## src/rtl/fb_ram_arbiter.sv

```systemverilog
// Framebuffer RAM arbiter: shares one single-port RAM between VGA scan-out reads,
// a valid/ready pixel writer and a full-buffer clear engine (display > clear > writer).
module fb_ram_arbiter #(
   parameter int DWORD  = 16384,
   parameter int DWIDTH = 12,
   parameter int AWIDTH = $clog2(DWORD + 1)
) (
   input  logic              clk,
   input  logic              rst,
   input  logic              disp_req,
   input  logic [AWIDTH-1:0] disp_addr,
   output logic              disp_rvalid,
   output logic [DWIDTH-1:0] disp_rdata,
   input  logic              wr_valid,
   output logic              wr_ready,
   input  logic [AWIDTH-1:0] wr_addr,
   input  logic [DWIDTH-1:0] wr_data,
   output logic              wr_oob,
   input  logic              clr_start,
   input  logic [DWIDTH-1:0] clr_color,
   output logic              clr_busy,
   output logic              clr_done,
   output logic              ram_we,
   output logic [AWIDTH-1:0] ram_addr,
   output logic [DWIDTH-1:0] ram_din,
   input  logic [DWIDTH-1:0] ram_dout
);

   typedef enum logic {IDLE, CLEAR} state_t;

   localparam logic [AWIDTH-1:0] DEPTH = AWIDTH'(DWORD);
   localparam logic [AWIDTH-1:0] LAST  = AWIDTH'(DWORD - 1);

   state_t            state, state_next;
   logic [AWIDTH-1:0] clr_cnt, clr_cnt_next;
   logic [DWIDTH-1:0] clr_col;
   logic              clr_load;
   logic              clr_last;
   logic              oob_beat;
   logic              rd_in_range;

   // Grant selection: display always wins, clear uses the leftover cycles,
   // the writer only gets cycles while no clear is running.
   always_comb begin
      state_next   = state;
      clr_cnt_next = clr_cnt;
      clr_load     = 1'b0;
      clr_last     = 1'b0;
      oob_beat     = 1'b0;
      wr_ready     = 1'b0;
      ram_we       = 1'b0;
      ram_addr     = '0;
      ram_din      = '0;
      if (!rst) begin
         if (disp_req) begin
            ram_addr = disp_addr;
         end else if (state == CLEAR) begin
            ram_we       = 1'b1;
            ram_addr     = clr_cnt;
            ram_din      = clr_col;
            clr_cnt_next = clr_cnt + 1'b1;
            if (clr_cnt == LAST) begin
               clr_last     = 1'b1;
               clr_cnt_next = '0;
               state_next   = IDLE;
            end
         end else begin
            wr_ready = 1'b1;
            if (wr_valid) begin
               if (wr_addr < DEPTH) begin
                  ram_we   = 1'b1;
                  ram_addr = wr_addr;
                  ram_din  = wr_data;
               end else begin
                  oob_beat = 1'b1;
               end
            end
         end
         // A start request is honoured even on a cycle the display owns.
         if (state == IDLE && clr_start) begin
            clr_load     = 1'b1;
            clr_cnt_next = '0;
            state_next   = CLEAR;
         end
      end
   end

   always_ff @(posedge clk) begin
      if (rst) begin
         state       <= IDLE;
         clr_cnt     <= '0;
         clr_col     <= '0;
         clr_done    <= 1'b0;
         wr_oob      <= 1'b0;
         disp_rvalid <= 1'b0;
         rd_in_range <= 1'b0;
      end else begin
         state       <= state_next;
         clr_cnt     <= clr_cnt_next;
         clr_done    <= clr_last;
         wr_oob      <= oob_beat;
         disp_rvalid <= disp_req;
         rd_in_range <= (disp_addr < DEPTH);
         if (clr_load) begin
            clr_col <= clr_color;
         end
      end
   end

   assign clr_busy = (state == CLEAR);

   // Out-of-range reads still return a valid beat, but with zero data.
   assign disp_rdata = (disp_rvalid && rd_in_range) ? ram_dout : '0;

endmodule

```

## config.mk

```make
export PLATFORM = sky130hd
export DESIGN_NAME = fb_ram_arbiter
export DESIGN_NICKNAME = d
export VERILOG_FILES = /design/src/rtl/fb_ram_arbiter.sv
export SDC_FILE = /design/constraint.sdc
export NUM_CORES = 1
export LEC_CHECK = 0
export ABC_AREA = 1
export CORE_ASPECT_RATIO = 1.75
export CORE_UTILIZATION = 41
export DETAILED_ROUTE_END_ITERATION = 10
export MAX_ROUTING_LAYER = met4
export PLACE_DENSITY = 0.95
export SYNTH_ARGS = -nofsm -noshare
export SYNTH_HDL_FRONTEND = slang
export SYNTH_SLANG_ARGS = --single-unit
```

## constraint.sdc

```tcl
create_clock -name clk -period 3.37 [get_ports clk]
set_input_delay 1.011 -clock clk [delete_from_list [all_inputs] [get_ports clk]]
set_output_delay 1.011 -clock clk [all_outputs]
set_load 0.03 [all_outputs]
```

## Yosys cells after proc, flatten, opt, wreduce, memory -nomap -nowiden

Cells that the tools add are included.

| storage, ports and cells | value |
|---|---|
| register bits | 32 |
| input bits | 71 |
| output and inout port bits | 45 |
| word-level logic and storage cells | 49 |

| cells by class | value |
|---|---|
| add/sub/neg operators | 1 |
| $lt $le $gt $ge | 2 |
| eq/ne operators | 2 |
| muxes and demuxes | 28 |
| bitwise gates (word level) | 3 |
| reduce and logical (&&, ||, !) cells | 6 |

Operators with widths:

| cell | count |
|---|---|
| 15-bit 2-to-1 mux | 6 |
| 12-bit 2-to-1 mux | 6 |
| 15-bit less-than comparator, second input constant | 2 |
| 1-bit 2-to-1 mux | 16 |
| 15-bit by 1-bit adder with 15-bit output, second input constant | 1 |
| 15-bit by 14-bit == test with 1-bit output, second input constant | 1 |
| 4-bit OR reduction | 1 |
| 1-bit inverter | 3 |
| 3-bit OR reduction | 1 |
| 1-bit logical AND | 2 |
| 2-bit by 1-bit inequality test with 1-bit output, second input constant | 1 |
| 2-bit AND reduction | 1 |
| 2-bit OR reduction | 1 |

## Longest topological paths before layout

Gate-level depths: netlist of the first run.

| logic depth | value |
|---|---|
| depth after elaboration | 6 |
| gate-level depth with buffers | 9 |
| gate-level depth less buffers | 8 |

## Least setup slack after synthesis of the first run

Ideal clock, no wire load.

| path | value |
|---|---|
| path type | input -> output |
| start | in disp_req |
| end | out ram_addr[10] |
| arrival time | 2.209 ns |
| data required time | 2.359 ns |
| slack | 0.150 ns |
| stages on the path | 7 |
| buffers on the path | 2 |
| path through | buf_4 inv_2 nand2_2 inv_2 buf_2 nand2_1 a31oi_1 |

| on the way | value |
|---|---|
| word-level cells in the longest chain between the ends | 2 |

RTL lines:

| item | RTL line | text |
|---|---|---|
| from (decl) | 10 | `input logic disp_req,` |
| 15-bit 2-to-1 mux | 55 | `if (disp_req) begin` |
| 15-bit 2-to-1 mux | 54 | `if (!rst) begin` |
| to (decl) | 24 | `output logic [AWIDTH-1:0] ram_addr,` |

Every way passes these cells.

## Worst setup path after layout of the first run

Ends and elaborated chain as after synthesis.

==> results of run 1 <==
-- kinds of logic after synthesis --
group | after synthesis | synth area share [%]
compound gates | 48 | 14.07
flops | 32 | 32.45
fa+ha+maj | 1 | 0.6336
buf+inv | 56 | 11.79
simple gates | 181 | 39.29
xor+xnor | 4 | 1.774
-- critical path: stages --
cell and delay, ns:
dlygate4sd2_1 0.30, buf_4 0.17, nor2_4 0.18, buf_12 0.14, buf_16 0.12, nand3_1 0.08
a31oi_1 0.14, buf_4 0.19
-- worst paths after layout --
| check | start | slack, ns | endpoint |
|---|---|---|---|
| hold / removal | clr_col[4] | 0.47 | clr_col[4] |
| setup reg to reg | clr_cnt[0] | 1.74 | clr_cnt[7] |
| hold reg to reg | clr_col[4] | 0.47 | clr_col[4] |
| setup / recovery | disp_req | 0.02 | ram_addr[10] |
-- final cells by class --
| class | instances | area [sq um] | share of cell area, % |
|---|---|---|---|
| clock buffers | 8 | 90.09 | 2.640 |
| flip-flops and latches | 32 | 640.6 | 18.78 |
| well taps | 52 | 65.06 | 1.907 |
| repair buffers | 134 | 1348 | 39.49 |
| inverters | 41 | 153.9 | 4.510 |
| multi-input cells | 234 | 1115 | 32.67 |
-- through the flow --
step           util (%)  TNS [ns]
2_1_floorplan         -         0
5_1_grt           73.13  -0.04972
3_5_place_dp      68.62    -1.392
6_report          73.13         0
3_3_place_gp      68.62   -0.1196
4_1_cts           71.33         0
-- flip-flops by register name (all words and copies together) (netlist names) --
register,flops
clr_busy,1
clr_done,1
disp_rvalid,1
clr_col,12
wr_oob,1
rd_in_range,1
clr_cnt,15
-- per-layer routing --
layer,share of wire (%),up-vias,wire length [microns]
li1,-,1288,-
met1,34,1210,2614
met2,56,131,4386
met3,6.6,27,513
met4,3.5,0,274
met5,0,-,0
-- where the power goes --
group / internal [mW] / total [mW] / switching, mW
clock: 0.166 / 0.312 / 0.146
combinational: 0.141 / 0.269 / 0.127
sequential: 0.390 / 0.399 / 0.00861
total: 0.698 / 0.979 / 0.281
-- cells in the mapped netlist, types with 2 or more instances --
library cell	number	area, sq um
a21oi_1	17	85.08
nor2_1	41	153.9
inv_1	38	142.6
nor2_4	2	22.52
dfxtp_1	32	640.6
nor2_2	3	18.77
clkbuf_1	4	15.01
a31oi_1	14	87.58
o21ai_0	13	65.06
xor2_1	4	35.03
nand2_1	88	330.3
inv_2	3	11.26
buf_2	6	30.03
nand3_1	37	185.2
buf_4	4	30.03
nand4_1	7	43.79
-- what timing repair did --
action / in CTS / in global routing
setup buffers: 0 / 1
pin swaps: 0 / 3
endpoints found under the setup margin: 26 / 13
cloned: 1 / 2
resized for setup: 2 / 8
hold buffers: 0 / 0
==> metrics.yaml, run 1 <==
status:
  outcome: "completed"
clock_tree:
  cts_buffer_depth: 2
  htree_levels: 2
  path_clk_slew_ns: 0.06
  cts_tree: "built"
  root_buffer: "clkbuf_8"
  clkSinkCount: 32
  clkLatencyLatePin_ns: 0.30
  numCtsBuffers: 5
sta:
  final_hold_viol_count: 0
  tightest_slew_ns: 0.4167
  finalWorstSetupSlack_ns: 0.02496
  max_slew_margin_pct: 72.16
  whs_ns: 0.4653
  finalCriticalPeriod_ns: 3.345
  period_share_pct: 99.26
  max_freq_mhz: 299.0
  final-setup-viol-count: 0
  finalClockSkew_ns: 0.007100
  drv_slew: 0
detailed_routing:
  avgRoutedWirePerCell_microns: 15.55
  vias_per_cell: 5.301
  drtIter0Drc: 101
  vias: 2656
  drc: 0
  first_pass_iters: 4
  ant_nets: 0
  drt_wl_total_microns: 7789
place:
  hpwl_microns: 5342
  place_area_sq_mm: 0.003202
  io_buffers: 115
  gp_congestion: 0.9757
  post-place-cells: 489
  dp_slack_ns: -0.08996
worst_hold_path:
  hold_depth: 2
  hp-class: "reg -> reg"
critical_path:
  end_kind: "primary output"
  reg2reg_depth: 6
  worstPathMaxFanout: 10
  required_ns: 2.36
  worstSetupPathType: "in -> out"
  arrival_ns: 2.33
  worstSetupStartpointType: "input port"
logic_synthesis:
  ys_seq_elements: 32
  async_reset_ff_share_pct: 0
  syn_nets: 394
  seq_area_frac_synth_pct: 32.45
  synthFlopType: "dfxtp_1"
  synth_area_sq_mm: 0.001974
  syn_inst: 322
  ys_warn_count: 0
  synth.distinct_cells: 25
  syn_avg_cell_area_sq_um: 6.132
  synth_edf_count: 0
grt:
  gr-total-overflow: 0
  grt_max_degree: 31
  grt_pass1_wl_microns: 11480
  grt_usage_pct: 31.65
  grt_use_met1_pct: 32.86
  grt_use_met2_pct: 53.56
  met3_usage_pct: 6.311
  antenna_found_initial: 0
  busiest_layer: "met2"
  grt_pass1_vias: 2570
finish:
  final_cell_area_sq_mm: 0.003412
  fillers: 342
  layout_commonest_cell: "nand2_1"
  mostFrequentLayoutCells: "88 x nand2_1, 81 x clkdlybuf4s50_1, 41 x nor2_1"
  final_nets: 520
  final_cells: 501
  drive_above_1_share_pct: 14.92
  antenna_cells: 0
  syn2layout_area_growth_pct: 72.81
floorplanning:
  ios: 116
  core_region_area_sq_mm: 0.004666
  die_w_microns: 54.46
  rows: 33
  start_util_pct: 42.32
  fp.dieH_microns: 93.80
  die-area_sq_mm: 0.005108
pwr:
  p_per_area_mw_per_mm2: 287.0
  finalPower_uw: 979.3
  p_leak_nw: 1.443
  irDropWorstVdd_uv: 371.4
job:
  cap_violations: 0
(Power assumes the default switching activity.)
==> run 2: changes to the inputs <==
--- a/config.mk
+++ b/config.mk
@@ -10,7 +10,7 @@
 export CORE_UTILIZATION = 41
 export DETAILED_ROUTE_END_ITERATION = 10
 export MAX_ROUTING_LAYER = met4
-export PLACE_DENSITY = 0.95
+export PLACE_DENSITY = 0.83
 export SYNTH_ARGS = -nofsm -noshare
 export SYNTH_HDL_FRONTEND = slang
 export SYNTH_SLANG_ARGS = --single-unit
==> run 2 against run 1 <==
Compared with the run above:
- cell area down 2.3%
- cell count stayed put
- sequential share of layout area grew 0.44 points
- die area unchanged
- sequential cell count unchanged
- register-to-register slack gained 0.03 ns
- global-route usage decreased by 2.2 points
- clock skew is 0.0017 ns lower
- worst setup slack better by 0.038 ns
- clock-buffer cell count decreased by 2
- sequential power hardly changed
- largest power group unchanged
==> metrics.yaml, run 2 (synthesis gave the netlist of run 1 again) <==
finish:
  mostFrequentLayoutCells: "88 x nand2_1, 82 x clkdlybuf4s50_1, 45 x buf_4"  # was 88 x nand2_1, 81 x clkdlybuf4s50_1, 41 x nor2_1
  syn2layout_area_growth_pct: 68.82  # was 72.81%
  fillers: 389  # was 342
  reg_top3: "clr_cnt x15, clr_col x12"  # unchanged
  drive_above_1_share_pct: 15.14  # was 14.92%
  largest_register_ffs: 15  # unchanged
  antenna_cells: 0  # unchanged
  final_cell_area_sq_mm: 0.003333  # was 0.003412 sq mm
  regMostFlops: "clr_cnt"  # unchanged
  final_nets: 521  # was 520
  layout_commonest_cell: "nand2_1"  # unchanged
  utilization_pct: 71.44  # was 73.13%
place:
  hpwl_microns: 5337  # was 5342 microns
  place_area_sq_mm: 0.003179  # was 0.003202 sq mm
  gp_congestion: 0.8483  # was 0.9757
  io_buffers: 115  # unchanged
critical_path:
  cpMostUsedCell: "clkdlybuf4s50_1"  # was buf_4
  worstPathMaxFanout: 1  # was 10
  slowest_delay_ns: 0.70  # was 0.30 ns
  slowest_stage: "clkdlybuf4s50_1"  # was dlygate4sd2_1
  end_kind: "primary output"  # unchanged
  required_ns: 2.36  # about the same
  worstSetupStartpointType: "input port"  # unchanged
  arrival_ns: 2.30  # was 2.33 ns
  worstSetupPathType: "in -> out"  # unchanged
  worstPathCellList: "clkdlybuf4s50_1 > inv_1 > nor2_1 > clkdlybuf4s50_1"  # was dlygate4sd2_1 > buf_4 > nor2_4 > buf_12 > buf_16 > nand3_1 > a31oi_1 > buf_4
job:
  cap_violations: 0  # unchanged
sta:
  tns_ns: 0  # unchanged
  drv_slew: 0  # unchanged
  finalClockSkew_ns: 0.005442  # was 0.007100 ns
  tightest_slew_ns: 0.4616  # was 0.4167 ns
  period_share_pct: 98.14  # was 99.26%
  final_hold_viol_count: 0  # unchanged
  max_freq_mhz: 302.3  # was 299.0 MHz
  final-setup-viol-count: 0  # unchanged
  max_slew_margin_pct: 69.16  # was 72.16%
  rsz0062_at_grt: "false"
  finalCriticalPeriod_ns: 3.307  # was 3.345 ns
pwr:
  p_per_area_mw_per_mm2: 279.2  # was 287.0 mW/mm^2
  power.share.clock_pct: 30.1  # was 31.9%
  p_sw_uw: 268.7  # was 281.4 uW
  switching_share_pct: 28.88  # was 28.73%
  p_leak_nw: 1.405  # was 1.443 nW
  p_seq_share_pct: 42.7  # was 40.7%
  internal-power_uw: 661.8  # was 697.9 uW
  pwr-share-comb_pct: 27.2  # was 27.4%
  irDropWorstVdd_uv: 254.0  # was 371.4 uV
floorplanning:
  ios: 116  # unchanged
  fp.dieH_microns: 93.80  # unchanged
  rows: 33  # unchanged
  start_util_pct: 42.32  # unchanged
  die-area_sq_mm: 0.005108  # unchanged
  core_region_area_sq_mm: 0.004666  # unchanged
  die_w_microns: 54.46  # unchanged
grt:
  gr-total-overflow: 0  # unchanged
  grt_max_degree: 23  # was 31
  grt_pass1_wl_microns: 10620  # was 11,480 microns
  grt_usage_pct: 29.42  # was 31.65%
  grt_pass1_vias: 2379  # was 2,570
  antenna_found_initial: 0  # unchanged
clock_tree:
  path_clk_slew_ns: 0.06  # about the same
  clkSinkCount: 32  # unchanged
  numCtsBuffers: 5  # unchanged
  cts_buffer_depth: 2  # unchanged
  cts_tree: "built"  # unchanged
  root_buffer: "clkbuf_8"  # unchanged
  htree_levels: 2  # unchanged
  post-cts-setup-buffers: 0  # unchanged
  clkLatencyLatePin_ns: 0.29  # was 0.30 ns
status:
  outcome: "completed"  # unchanged
detailed_routing:
  drt_wl_total_microns: 7199  # was 7789 microns
  ant_nets: 0  # unchanged
  vias_per_cell: 5.154  # was 5.301
  drtIter0Drc: 84  # was 101
  vias: 2582  # was 2,656
  first_pass_iters: 4  # unchanged
  drc: 0  # unchanged
  avgRoutedWirePerCell_microns: 14.37  # was 15.55 microns
worst_hold_path:
  hp-class: "reg -> reg"  # unchanged
run 2: cell count changes in the layout (fill, tap and decap cells not counted), sizes merged:
cell,previous run,this run
dlymetal6s2s,4,3
clkbuf,10,8
buf,46,47
clkdlybuf4s50,81,82
clkinv,0,1
run 2: metrics by stage:
stage                     setup WS, ns  instances  power, mW  hold slack (ns)
after floorplan                 0.1499        322     0.5072           0.4286
after global placement         0.05232        491     0.6439           0.4389
after detailed placement      -0.01231        491     0.6472           0.4474
after CTS                      0.03259        498     0.9222           0.4630
after global routing          0.006694        501     0.9711           0.4878
final                          0.06254        501     0.9305           0.4640
run 2: power by group through the flow:
stage,Sequential [mW],Clock (mW),Combinational [mW]
floorplan,0.408,0,0.0996
global placement,0.406,0,0.238
detailed placement,0.406,0,0.242
CTS,0.397,0.283,0.242
global route,0.399,0.302,0.271
finish,0.398,0.280,0.253
run 2: final cells by class:
| cell class | instances | area, sq um | area share [%] |
|---|---|---|---|
| sequential | 32 | 640.6 | 19.22 |
| clock inverter | 1 | 5.005 | 0.1502 |
| multi-input combinational | 234 | 1110 | 33.30 |
| timing repair buffer | 135 | 1286 | 38.59 |
| tap | 52 | 65.06 | 1.952 |
| clock buffer | 6 | 72.57 | 2.177 |
| inverter | 41 | 153.9 | 4.617 |
run 2: path summary, 6_finish.rpt:
| path | start | end | slack, ns | cells after the start |
|---|---|---|---|---|
| worst max-delay path | ram_dout[8] | disp_rdata[8] | 0.06 | 4 |
| worst min-delay path | clr_col[0] | clr_col[0] | 0.46 | 2 |
| worst max register to register | clr_busy | clr_cnt[13] | 1.77 | 4 |
| worst min register to register | clr_col[0] | clr_col[0] | 0.46 | 2 |
run 2: timing repair:
item	CTS	global route
hold buffers	0	0
pin swaps	0	2
endpoints found under the hold margin	0	0
endpoints found under the setup margin	2	25
gates resized for setup	1	6
gates cloned	0	3
run 2: worst max-delay path: cells and delay by family:
kind	cells	cell delay, ns
buffers and inverters	3	1.18
AND/OR/NAND/NOR	1	0.09
run 2: per-layer routing:
metal / global-route usage [%] / up-vias / wire [microns]
li1: - / 1286 / -
met1: 30.03 / 1167 / 2522
met2: 52.34 / 103 / 4043
met3: 5.016 / 26 / 361
met4: 12.18 / 0 / 272
met5: - / - / 0
